--- src/rtl/axi_rd_arbiter.sv ---
// axi_rd_arbiter
//   Round-robin arbiter that shares the core's single AXI4 read master
//   between instruction fetch (IF) and load/store (LS). It handles one
//   single-beat transaction at a time and sends the R beat back to the
//   requester that owns the transaction.
//
// Ports
//   clk, rstn                    clock, synchronous active-low reset
//   if_req_valid/ready/addr      IF request handshake and fetch address
//   if_resp_valid/data/err       IF response pulse (no backpressure)
//   ls_req_valid/ready/addr/size LS request handshake, address and AxSIZE
//   ls_resp_valid/data/err       LS response pulse (no backpressure)
//   AR*                          AXI read address channel (registered)
//   R*                           AXI read data channel
module axi_rd_arbiter #(
   parameter int unsigned ADDR_W  = 64,
   parameter int unsigned DATA_W  = 64,
   parameter int unsigned TIMEOUT = 255
) (
   input  logic              clk,
   input  logic              rstn,
   input  logic              if_req_valid,
   output logic              if_req_ready,
   input  logic [ADDR_W-1:0] if_req_addr,
   output logic              if_resp_valid,
   output logic [DATA_W-1:0] if_resp_data,
   output logic              if_resp_err,
   input  logic              ls_req_valid,
   output logic              ls_req_ready,
   input  logic [ADDR_W-1:0] ls_req_addr,
   input  logic [2:0]        ls_req_size,
   output logic              ls_resp_valid,
   output logic [DATA_W-1:0] ls_resp_data,
   output logic              ls_resp_err,
   output logic [3:0]        ARID,
   output logic [ADDR_W-1:0] ARADDR,
   output logic [7:0]        ARLEN,
   output logic [2:0]        ARSIZE,
   output logic [1:0]        ARBURST,
   output logic [2:0]        ARPROT,
   output logic              ARVALID,
   input  logic              ARREADY,
   input  logic [3:0]        RID,
   input  logic [DATA_W-1:0] RDATA,
   input  logic [1:0]        RRESP,
   input  logic              RLAST,
   input  logic              RVALID,
   output logic              RREADY
);

   localparam int unsigned CNT_W = (TIMEOUT < 2) ? 1 : $clog2(TIMEOUT + 1);

   typedef enum logic [1:0] {
      ST_IDLE,
      ST_AR,
      ST_R
   } state_e;

   typedef enum logic {
      REQ_IF = 1'b0,
      REQ_LS = 1'b1
   } req_e;

   state_e             state_q;
   req_e               owner_q;
   req_e               last_grant_q;
   logic [CNT_W-1:0]   cnt_q;
   logic               arvalid_q;
   logic               rready_q;
   logic [3:0]         arid_q;
   logic [ADDR_W-1:0]  araddr_q;
   logic [2:0]         arsize_q;
   logic [2:0]         arprot_q;

   logic               timeout_en;
   logic               grant_if;
   logic               grant_ls;
   logic               beat_done;
   logic               timed_out;
   logic               resp_fire;
   logic [DATA_W-1:0]  resp_data;
   logic               resp_err;

   assign timeout_en = (TIMEOUT != 0);

   // On a tie the requester that did not win last time is granted.
   assign grant_if = if_req_valid & (~ls_req_valid | (last_grant_q == REQ_LS));
   assign grant_ls = ls_req_valid & (~if_req_valid | (last_grant_q == REQ_IF));

   assign if_req_ready = (state_q == ST_IDLE) & grant_if;
   assign ls_req_ready = (state_q == ST_IDLE) & grant_ls;

   // A last beat takes priority over a timeout hitting in the same cycle.
   assign beat_done = (state_q == ST_R) & RVALID & RLAST;
   assign timed_out = timeout_en & (state_q == ST_R) & (cnt_q == CNT_W'(TIMEOUT));
   assign resp_fire = beat_done | timed_out;

   always_comb begin
      resp_data = '0;
      resp_err  = 1'b1;
      if (beat_done) begin
         resp_data = RDATA;
         resp_err  = (RRESP != 2'b00) | (RID != arid_q);
      end
   end

   assign if_resp_valid = resp_fire & (owner_q == REQ_IF);
   assign ls_resp_valid = resp_fire & (owner_q == REQ_LS);
   assign if_resp_data  = resp_data;
   assign ls_resp_data  = resp_data;
   assign if_resp_err   = resp_err;
   assign ls_resp_err   = resp_err;

   assign ARID    = arid_q;
   assign ARADDR  = araddr_q;
   assign ARLEN   = 8'd0;
   assign ARSIZE  = arsize_q;
   assign ARBURST = 2'b01;
   assign ARPROT  = arprot_q;
   assign ARVALID = arvalid_q;
   assign RREADY  = rready_q;

   always_ff @(posedge clk) begin
      if (!rstn) begin
         state_q      <= ST_IDLE;
         owner_q      <= REQ_IF;
         last_grant_q <= REQ_LS;
         cnt_q        <= '0;
         arvalid_q    <= 1'b0;
         rready_q     <= 1'b0;
         arid_q       <= '0;
         araddr_q     <= '0;
         arsize_q     <= '0;
         arprot_q     <= '0;
      end else begin
         case (state_q)
            ST_IDLE: begin
               if (grant_if | grant_ls) begin
                  owner_q      <= grant_ls ? REQ_LS : REQ_IF;
                  last_grant_q <= grant_ls ? REQ_LS : REQ_IF;
                  araddr_q     <= grant_ls ? ls_req_addr : if_req_addr;
                  arid_q       <= grant_ls ? 4'd1 : 4'd0;
                  arsize_q     <= grant_ls ? ls_req_size : 3'b010;
                  arprot_q     <= grant_ls ? 3'b000 : 3'b100;
                  arvalid_q    <= 1'b1;
                  state_q      <= ST_AR;
               end
            end
            ST_AR: begin
               if (ARREADY) begin
                  arvalid_q <= 1'b0;
                  rready_q  <= 1'b1;
                  cnt_q     <= '0;
                  state_q   <= ST_R;
               end
            end
            ST_R: begin
               if (resp_fire) begin
                  rready_q <= 1'b0;
                  state_q  <= ST_IDLE;
               end else if (timeout_en) begin
                  cnt_q <= cnt_q + CNT_W'(1);
               end
            end
            default: begin
               state_q <= ST_IDLE;
            end
         endcase
      end
   end

endmodule

--- config.mk ---
export PLATFORM = sky130hd
export DESIGN_NAME = axi_rd_arbiter
export DESIGN_NICKNAME = d
export VERILOG_FILES = /design/src/rtl/axi_rd_arbiter.sv
export SDC_FILE = /design/constraint.sdc
export NUM_CORES = 1
export LEC_CHECK = 0
export CAP_MARGIN = 20
export CORE_AREA = 2 2 165 167
export CTS_BUF_LIST = sky130_fd_sc_hd__clkbuf_2 sky130_fd_sc_hd__clkbuf_4 sky130_fd_sc_hd__clkbuf_8
export DETAILED_ROUTE_END_ITERATION = 8
export DIE_AREA = 0 0 167 169
export GPL_TIMING_DRIVEN = 0
export MAX_ROUTING_LAYER = met4
export PLACE_DENSITY = 0.51
export REMOVE_ABC_BUFFERS = 1
export SLEW_MARGIN = 40
export SYNTH_ARGS = -nofsm -noshare
export SYNTH_HDL_FRONTEND = slang
export SYNTH_SLANG_ARGS = --single-unit
--- constraint.sdc ---
create_clock -name clk -period 1.5 [get_ports clk]
set_input_delay 0.225 -clock clk [delete_from_list [all_inputs] [get_ports clk]]
set_output_delay 0.225 -clock clk [all_outputs]
set_load 0.01 [all_outputs]
After elaboration in Yosys (flattened, before gate mapping)
Index checks and enable logic that the tools add are counted.
{"block": "op_classes", "reduce_logical": 9, "addsub": 1, "n_eq_ne": 8, "bitwise": 18, "n_mux": 20}
{"op": "64-bit 2-to-1 mux", "count": 2}
{"op": "8-bit 2-to-1 mux", "count": 2}
{"op": "8-bit one-hot mux with 2 select lines", "count": 1}
{"op": "3-bit AND reduction", "count": 4}
{"op": "1-bit AND", "count": 9}
{"op": "8-bit by 1-bit adder with 8-bit output (second input constant)", "count": 1}
{"op": "8-bit equality test (second input constant)", "count": 1}
{"op": "1-bit 2-to-1 mux", "count": 7}
{"op": "2-bit 2-to-1 mux", "count": 3}
{"op": "3-bit 2-to-1 mux", "count": 2}
{"op": "2-bit != test (second input constant)", "count": 3}
{"op": "2-bit one-hot mux with 3 select lines", "count": 1}
{"op": "2-bit nonzero test", "count": 3}
{"op": "1-bit OR", "count": 5}
{"op": "4-bit != test", "count": 1}
{"op": "1-bit inverter", "count": 4}
{"op": "1-bit one-hot mux with 2 select lines", "count": 2}
{"op": "2-bit by 1-bit equality test with 1-bit output (second input constant)", "count": 1}
{"op": "2-bit equality test (second input constant)", "count": 1}
{"op": "2-bit zero test", "count": 1}
{"op": "2-bit by 1-bit != test with 1-bit output (second input constant)", "count": 1}
{"op": "2-bit AND reduction", "count": 1}
{"block": "word_totals", "out_inout_bits": 220, "input_bits": 208, "reg_bits": 88, "wordCells": 66}

Longest topological paths before layout
Gate-level depths: netlist of run 1.
{"block": "logic_depth", "depth_word": 6, "mapped_depth": 7, "depth_no_buf": 5}

Worst setup path before layout of run 1
No wires, ideal clock.
{"block": "synth_timing", "kind": "reg-to-output", "startpoint": "reg state_q[0]", "endpoint": "out ls_resp_data[25]", "t_arrival_ns": 1.449, "required_time_ns": 1.275, "n_path_buf": 3, "setup_slack_ns": -0.174, "stages_incl_launch_ff": 7, "cell_sequence": "dfxtp_1 > nand2b_1 > nor2_1 > clkbuf_1 > clkbuf_1 > and2_1 > buf_4"}
{"block": "synth_via", "elab_chain_len": 4}
{"element": "start: declaration", "line_no": "64", "source": "state_e state_q;"}
{"element": "start signal: assignment", "line_no": "125", "source": "state_q <= ST_IDLE;"}
{"element": "start signal: assignment", "line_no": "146", "source": "state_q <= ST_AR;"}
{"element": "start signal: assignment", "line_no": "154", "source": "state_q <= ST_R;"}
{"element": "2-bit equality test", "line_no": "94", "source": "assign beat_done = (state_q == ST_R) & RVALID & RLAST;"}
{"element": "1-bit AND (2 in series)", "line_no": "94"}
{"element": "64-bit 2-to-1 mux", "line_no": "101", "source": "if (beat_done) begin"}
{"element": "end: declaration", "line_no": "33", "source": "output logic [DATA_W-1:0] ls_resp_data,"}
Every way passes these cells.

Final worst setup path of run 1
{"block": "layout_timing", "startpoint": "reg state_q[0]", "endpoint": "out if_resp_data[31]"}
{"block": "layout_via", "elab_chain_len": 4}
{"element": "2-bit equality test", "line_no": "94"}
{"element": "1-bit AND (2 in series)", "line_no": "94"}
{"element": "64-bit 2-to-1 mux", "line_no": "101"}
{"element": "end: declaration", "line_no": "26", "source": "output logic [DATA_W-1:0] if_resp_data,"}
Every way passes these cells.

==> metrics.yaml, run 1 <==
synth:
  synth_top_area_share_pct: 36.0
  synth_compound_area_share_pct: 15.1
  synthFlopType: "dfxtp_1"
  synthTopCellsByArea: "dfxtp_1 36%, buf_4 14%, mux2i_1 9.9%, and2_1 8.9%, a211oi_1 7.2%"
  synth-xor-area-share_pct: 0.576
  synthesis.area_sq_um: 4570
  synthMuxAreaShare_pct: 10.1
  yosysTopAreaCell: "dfxtp_1"
  yosysWarnings: 0
  synthTopCellsByCount: "85 x buf_4, 82 x dfxtp_1, 79 x nor2_1"
  synth_cells: 518
  synth_top_family_by_area: "simple AND/OR/NAND/NOR gates"
  yosysSeqAreaShare_pct: 36.0
  async_reset_ff_share_pct: 0
  synthAdderAreaFrac_pct: 0.274
  yosysUniqueCellTypes: 47
  yosys.area_share.simple_pct: 20.1
  syn_avg_cell_area_sq_um: 8.81
  yosysMostFrequentCell: "buf_4"
  synth_edf_count: 0
  synth_seq_cells: 82
worst_setup_path:
  startpoint_type: "flip-flop"
  cp_cell_sequence: "nand2b_4 -> nor2_4 -> buf_12 -> buf_16 -> buf_16 -> and2_4 -> buf_12 -> buf_6"
  worstSetupEndpointType: "primary output"
  crit_fanout: 8
  worstSetupPathType: "reg2out"
  cpPeakStageDelay_ns: 0.37
  rrSetupSlack_ns: -0.20
  crit_arrival_ns: 1.80
  r2r_start: "state_q[0]"
  r2r-end: "ARADDR[5]"
  worst_path_max_delay_cell: "dfxtp_4"
  reg2reg_depth: 8
  required_ns: 1.27
clocking:
  cts.clk_slew.worst_paths_ns: 0.09
  clock_latency_ns: 0.37
  cts_hold_buf: 0
  cts_sinks: 82
  cts.path.max_buffers: 2
  cts_inserted_buffers: 9
  cts_root_buf: "clkbuf_8"
  tritoncts: "done"
  h-tree-depth: 3
sta:
  maxSlewHeadroom_pct: 52.9
  max_freq_mhz: 494
  setup_violations: 189
  tightest_slew_ns: 0.706
  fin_crit_ns: 2.02
  skew_ns: 0.0162
  fin_ws_ns: -0.525
  hold_viol: 0
  fin_crit_sh_pct: 135
  rsz0062_at_grt: "yes"
  slew_violations: 0
routing:
  viasPerCell: 4.34
  top_layer_used: "met4"
  route.detailed.drc: 0
  routedWlPerCell_microns: 23.0
  ant_nets: 0
  first_pass_iters: 7
  met1_length_mm: 12.0
  routed_wl_mm: 29.0
  drtIter0Drc: 271
  wl_met2_mm: 14.0
  num_vias: 5463
  routed-wl-met3_mm: 2.28
placement:
  place_inst: 1173
  dpl_worst_slack_ns: -1.46
  portBuffers: 412
  dpl.hpwl_mm: 20.0
  gp_congestion: 0.832
  dpl_cell_area_sq_um: 8550
power_and_ir_drop:
  total_leakage_power_nw: 4.48
  ir_drop_mv: 0.374
  power_frac_comb_pct: 38.2
  clkPwrFrac_pct: 25.7
  swShare_pct: 30.9
  pwr-share-seq_pct: 36.1
  netSwitchingPower_mw: 2.17
  p_per_area_nw_per_um2: 685
  power.total_mw: 7.04
  p_int_mw: 4.87
layout:
  nets: 1122
  utilization_pct: 38.8
  nFillCells: 2695
  multi_input_area_sq_um: 2700
  fin_area_sq_um: 10300
  layoutNonFillerInstCount: 1260
  final_layout_size_suffix_gt1_share_pct: 38.9
  area_growth_syn_to_layout_pct: 125
  regArea_sq_um: 1660
floorplanning:
  core_sq_um: 26500
  die-area_sq_um: 28200
  rows: 60
  io-pin-count: 428
  start_util_pct: 17.2
  fp.dieH_microns: 169
  die_w_microns: 167
global_routing:
  antenna_found_initial: 3
  grt_max_degree: 73
  grt_pass1_wl_mm: 37.6
  grt_pass1_vias: 5185
  gr-usage-all-layers_pct: 19.4
  grt_remaining_overflow: 0
worst_hold_path:
  holdPathStages: 3
  holdPathEnd: "ARSIZE[1]"
  hold_start: "ls_req_size[1]"
  hold_path_class: "in2reg"
run_status:
  status: "finished, violations left"
  violations: "setup timing"
flow_run:
  maxCapViolCount: 0
==> repair_timing <==
item / in CTS / in global routing
gates cloned: 10 / 11
pin swaps: 30 / 75
setup endpoints to repair: 276 / 179
setup buffers: 36 / 16
resized for setup: 829 / 106
==> cell type report <==
type / count / area share, %
Inverter: 4 / 0.195
Clock buffer: 9 / 1.21
Antenna cell: 3 / 0.0730
Sequential cell: 82 / 16.1
Tap cell: 341 / 4.15
Clock inverter: 5 / 0.791
Multi-Input combinational cell: 331 / 26.2
Timing Repair Buffer: 485 / 51.3
==> cell families (layout without fill, tap and decap cells) <==
logic type,count (synthesis),count (layout)
fa+ha+maj,1,1
flops,82,82
compound gates,88,89
simple gates,174,177
mux,46,46
other cells,2,18
xor+xnor,3,3
buf+inv,122,503
==> per-stage QoR <==
stage | hold slack (ns) | TNS [ns]
after floorplan | 0.287 | -310.68
after global placement | 0.448 | -826.66
after detailed placement | 0.460 | -201.27
after CTS | 0.360 | -58.79
after global routing | 0.384 | -77.23
final | 0.401 | -61.05
==> routing by layer <==
layer / GRT usage, % / up-vias
met4: 7.01 / 0
met2: 31.2 / 299
li1: - / 2535
met1: 22.6 / 2605
met3: 6.38 / 24
met5: - / -
==> registers in the layout, summed over array words and instances, names as in the netlist <==
| signal | cells |
|---|---|
| ARADDR | 64 |
| cnt_q | 8 |
| ARSIZE | 3 |
| ARPROT | 1 |
| ARID | 1 |
| ARVALID | 1 |
| RREADY | 1 |
| last_grant_q | 1 |
| state_q | 2 |
==> critical path, delay by kind of cell (launching register included) <==
| family | cells | cell delay [ns] |
|---|---|---|
| flops | 1 | 0.37 |
| simple gates | 3 | 0.46 |
| buf+inv | 5 | 0.60 |
==> worst max path at each step <==
stage                       from               end  slack (ns)  depth (start not counted)
CTS                   state_q[0]     ls_resp_valid       -0.54                          8
detailed placement  ls_req_valid      ls_req_ready       -1.46                          4
global placement    ls_req_valid      ls_req_ready       -5.91                          4
global route          state_q[0]  if_resp_data[31]       -0.60                          8
finish                state_q[0]  if_resp_data[31]       -0.52                          8
floorplan           ls_req_valid         ARADDR[0]       -2.95                          4
==> placed cells by master, fill, tap and decap left out, types with 7 or more instances in the layout <==
cell / instances
dlygate4sd2_1: 69
buf_6: 127
buf_8: 7
clkdlybuf4s50_1: 205
mux2i_1: 33
nor2_1: 71
buf_4: 23
clkbuf_8: 9
a211oi_1: 26
buf_16: 7
buf_2: 9
dfxtp_1: 75
conb_1: 15
a222oi_1: 20
a211oi_2: 18
buf_12: 15
and2_4: 61
clkbuf_16: 9
==> power by group through the flow <==
stage / clock network, mW / logic [mW] / registers [mW]
floorplan: 0 / 0.672 / 2.67
global placement: 0 / 2.08 / 2.58
detailed placement: 0 / 2.09 / 2.59
CTS: 1.92 / 2.31 / 2.54
global route: 1.99 / 2.86 / 2.57
finish: 1.81 / 2.69 / 2.54
(Power assumes the default switching activity.)
==> run 2: changes to the inputs <==
--- a/config.mk
+++ b/config.mk
@@ -8,6 +8,7 @@
 export CAP_MARGIN = 20
 export CORE_AREA = 2 2 165 167
 export CTS_BUF_LIST = sky130_fd_sc_hd__clkbuf_2 sky130_fd_sc_hd__clkbuf_4 sky130_fd_sc_hd__clkbuf_8
+export CTS_CLUSTER_DIAMETER = 40
 export DETAILED_ROUTE_END_ITERATION = 8
 export DIE_AREA = 0 0 167 169
 export GPL_TIMING_DRIVEN = 0
==> results of run 2 <==
Final layout, timing and power as in run 1 (identical DEF).
==> run 3: changes to the inputs <==
--- a/config.mk
+++ b/config.mk
@@ -5,7 +5,6 @@
 export SDC_FILE = /design/constraint.sdc
 export NUM_CORES = 1
 export LEC_CHECK = 0
-export CAP_MARGIN = 20
 export CORE_AREA = 2 2 165 167
 export CTS_BUF_LIST = sky130_fd_sc_hd__clkbuf_2 sky130_fd_sc_hd__clkbuf_4 sky130_fd_sc_hd__clkbuf_8
 export CTS_CLUSTER_DIAMETER = 40
==> run 3 against run 2 <==
Compared with the run above: the flow still finishes with violations (setup timing); sequential power about the same; combinational power up 16%; global-route usage down 0.64 points; first-iteration DRC count up 19%; via count up 3.8%; clock power about the same; worst hold slack better by 0.018 ns; critical path depth up 1; count of clock-buffer cells in the layout unchanged; utilization up 3.4 points; die area unchanged; critical endpoint is now ls_resp_valid; power up 6.6%.
==> metrics.yaml, run 3 (synthesized netlist as in run 1, its figures left out) <==
sta:
  max_freq_mhz: 504  # +2.0%
  maxSlewHeadroom_pct: 54.1  # +1.1 points
  skew_ns: 0.0161  # -0.000166 ns
  fin_ws_ns: -0.485  # +0.0402 ns
  setup_violations: 207  # +9.5%
  tightest_slew_ns: 0.689  # -0.0172 ns
  hold_viol: 0  # unchanged
  rsz0062_at_grt: "yes"
  fin_crit_sh_pct: 132  # -2.7 points
  fin_crit_ns: 1.98  # -0.0402 ns
  slew_violations: 0  # unchanged
worst_setup_path:
  cpPeakStageDelay_ns: 0.36  # about the same
  worst_path_max_delay_cell: "dfxtp_4"
  worstSetupEndpointType: "primary output"
  cp_cell_sequence: "nand2b_4 -> nor2_4 -> buf_12 -> buf_8 -> buf_16 -> buf_6 -> nor2_2 -> nor2b_1 -> buf_2"
  crit_arrival_ns: 1.76  # -0.04 ns
  reg2reg_depth: 7  # -1
  r2r-end: "cnt_q[3]"
  rrSetupSlack_ns: -0.38  # -0.18 ns
  r2r_start: "cnt_q[0]"
  startpoint_type: "flip-flop"
  required_ns: 1.27  # about the same
  worstSetupPathType: "reg2out"
  crit_fanout: 5  # -3
routing:
  routed_wl_mm: 30.3  # +4.2%
  route.detailed.drc: 0  # unchanged
  routedWlPerCell_microns: 23.3  # +1.0%
  viasPerCell: 4.36  # +0.56%
  first_pass_iters: 7  # unchanged
  drtIter0Drc: 322  # +19%
  num_vias: 5668  # +3.8%
  ant_nets: 0  # unchanged
layout:
  layoutNonFillerInstCount: 1300  # +3.2%
  nets: 1163  # +3.7%
  final_common_cell: "clkdlybuf4s50_1"
  multi_input_area_sq_um: 2880  # +6.7%
  area_growth_syn_to_layout_pct: 145
  largest_reg_flops: 64  # unchanged
  regArea_sq_um: 1660  # +0.38%
  mostFrequentLayoutCells: "205 x clkdlybuf4s50_1, 159 x buf_6, 74 x dfxtp_1, 71 x dlymetal6s2s_1, 67 x and2_4"
  nFillCells: 2621  # -2.7%
  final_layout_size_suffix_gt1_share_pct: 45.8  # +6.9 points
worst_hold_path:
  hold_path_class: "in2reg"
  hold_start: "ls_req_size[1]"
  holdPathEnd: "ARSIZE[1]"
  holdPathStages: 3  # unchanged
clocking:
  tritoncts: "done"
  clock_latency_ns: 0.36  # about the same
  cts_inserted_buffers: 9  # unchanged
  cts.clk_slew.worst_paths_ns: 0.10  # about the same
  cts_hold_buf: 0  # unchanged
  h-tree-depth: 3  # unchanged
  cts_sinks: 82  # unchanged
  cts_root_buf: "clkbuf_8"
  cts.path.max_buffers: 2  # unchanged
floorplanning:
  io-pin-count: 428  # unchanged
  die-area_sq_um: 28200  # unchanged
  die_w_microns: 167  # unchanged
  start_util_pct: 17.2  # unchanged
  rows: 60  # unchanged
  core_sq_um: 26500  # unchanged
  fp.dieH_microns: 169  # unchanged
placement:
  gp_congestion: 0.832  # unchanged
  place_inst: 1173  # unchanged
  dpl.hpwl_mm: 20.1  # +0.34%
  portBuffers: 412  # unchanged
run_status:
  status: "finished, violations left"
  violations: "setup timing"
global_routing:
  gr-max-usage-layer: "met2"
  antenna_found_initial: 2  # -1
  use_met3_pct: 6.85  # +0.47 points
  gr-usage-all-layers_pct: 18.7  # -0.64 points
  use_met1_pct: 21.1  # -1.5 points
  grt_max_degree: 73  # unchanged
  use_met2_pct: 30.9  # -0.27 points
  grt_remaining_overflow: 0  # unchanged
  grt_pass1_vias: 5057  # -2.5%
  grt_pass1_wl_mm: 36.3  # -3.5%
power_and_ir_drop:
  power.total_mw: 7.50  # +6.6%
  p_per_area_nw_per_um2: 671  # -2.0%
  ir_drop_mv: 0.296  # -21%
  total_leakage_power_nw: 5.57  # +24%
flow_run:
  maxCapViolCount: 0  # unchanged
-- run 3: cell count changes in the layout (fill, tap and decap cells not counted), sizes merged, moves of 2 or more --
cell and delta:
dlymetal6s2s +68, o21a +2, dlygate4sd2 -69, clkdlybuf4s15 -8
buf +46
-- run 3: where the power goes --
part           internal [mW]  leakage (nW)  total (mW)  switching (mW)
sequential              2.41         0.682        2.56           0.149
combinational           1.85          4.79        3.13            1.28
clock                  0.921         0.101        1.82           0.895
-- run 3: critical path: cells and delay by family, from the launching register on --
| family | cells | cell delay [ns] |
|---|---|---|
| buf+inv | 5 | 0.59 |
| flops | 1 | 0.36 |
| simple gates | 4 | 0.44 |
-- run 3: routing by layer --
layer  up-vias  wire length (microns)
li1       2608                      -
met1      2729                  12300
met2       300                  14700
met3        31                   2410
met4         0                    844
met5         -                      0
-- run 3: worst max-delay path by stage --
stage / start / endpoint / slack [ns] / depth (start not counted)
after global routing: state_q[0] / ls_resp_valid / -0.60 / 9
after floorplan: ls_req_valid / ARADDR[0] / -2.95 / 4
after detailed placement: ls_req_valid / ls_req_ready / -1.48 / 4
after CTS: state_q[0] / if_resp_data[5] / -0.55 / 8
after global placement: ls_req_valid / ls_req_ready / -5.91 / 4
final: state_q[0] / ls_resp_valid / -0.48 / 9
-- run 3: layout make-up --
class / count / area share, %
Clock buffer: 9 / 1.11
Timing Repair Buffer: 523 / 53.5
Clock inverter: 5 / 0.727
Antenna cell: 2 / 0.0447
Sequential cell: 82 / 14.9
Inverter: 4 / 0.257
Multi-Input combinational cell: 334 / 25.7
Tap cell: 341 / 3.81
-- run 3: repair_timing --
action | CTS | global route
gates resized for setup | 787 | 248
setup endpoints to repair | 276 | 282
pin swaps | 37 | 71
hold endpoints to repair | 0 | 0
setup buffers | 37 | 53
gates cloned | 9 | 18
-- run 3: stage by stage --
| step | instance area [sq um] | setup TNS, ns | hold slack (ns) | utilization [%] | worst slack (ns) |
|---|---|---|---|---|---|
| CTS | 9600 | -69.04 | 0.364 | 36.2 | -0.552 |
| global placement | 8370 | -826.66 | 0.448 | 31.6 | -5.91 |
| floorplan | 3820 | -310.68 | 0.287 | - | -2.95 |
| finish | 11200 | -68.21 | 0.418 | 42.2 | -0.485 |
| global route | 11200 | -82.22 | 0.406 | 42.2 | -0.597 |
| detailed placement | 8550 | -200.17 | 0.460 | 32.3 | -1.48 |
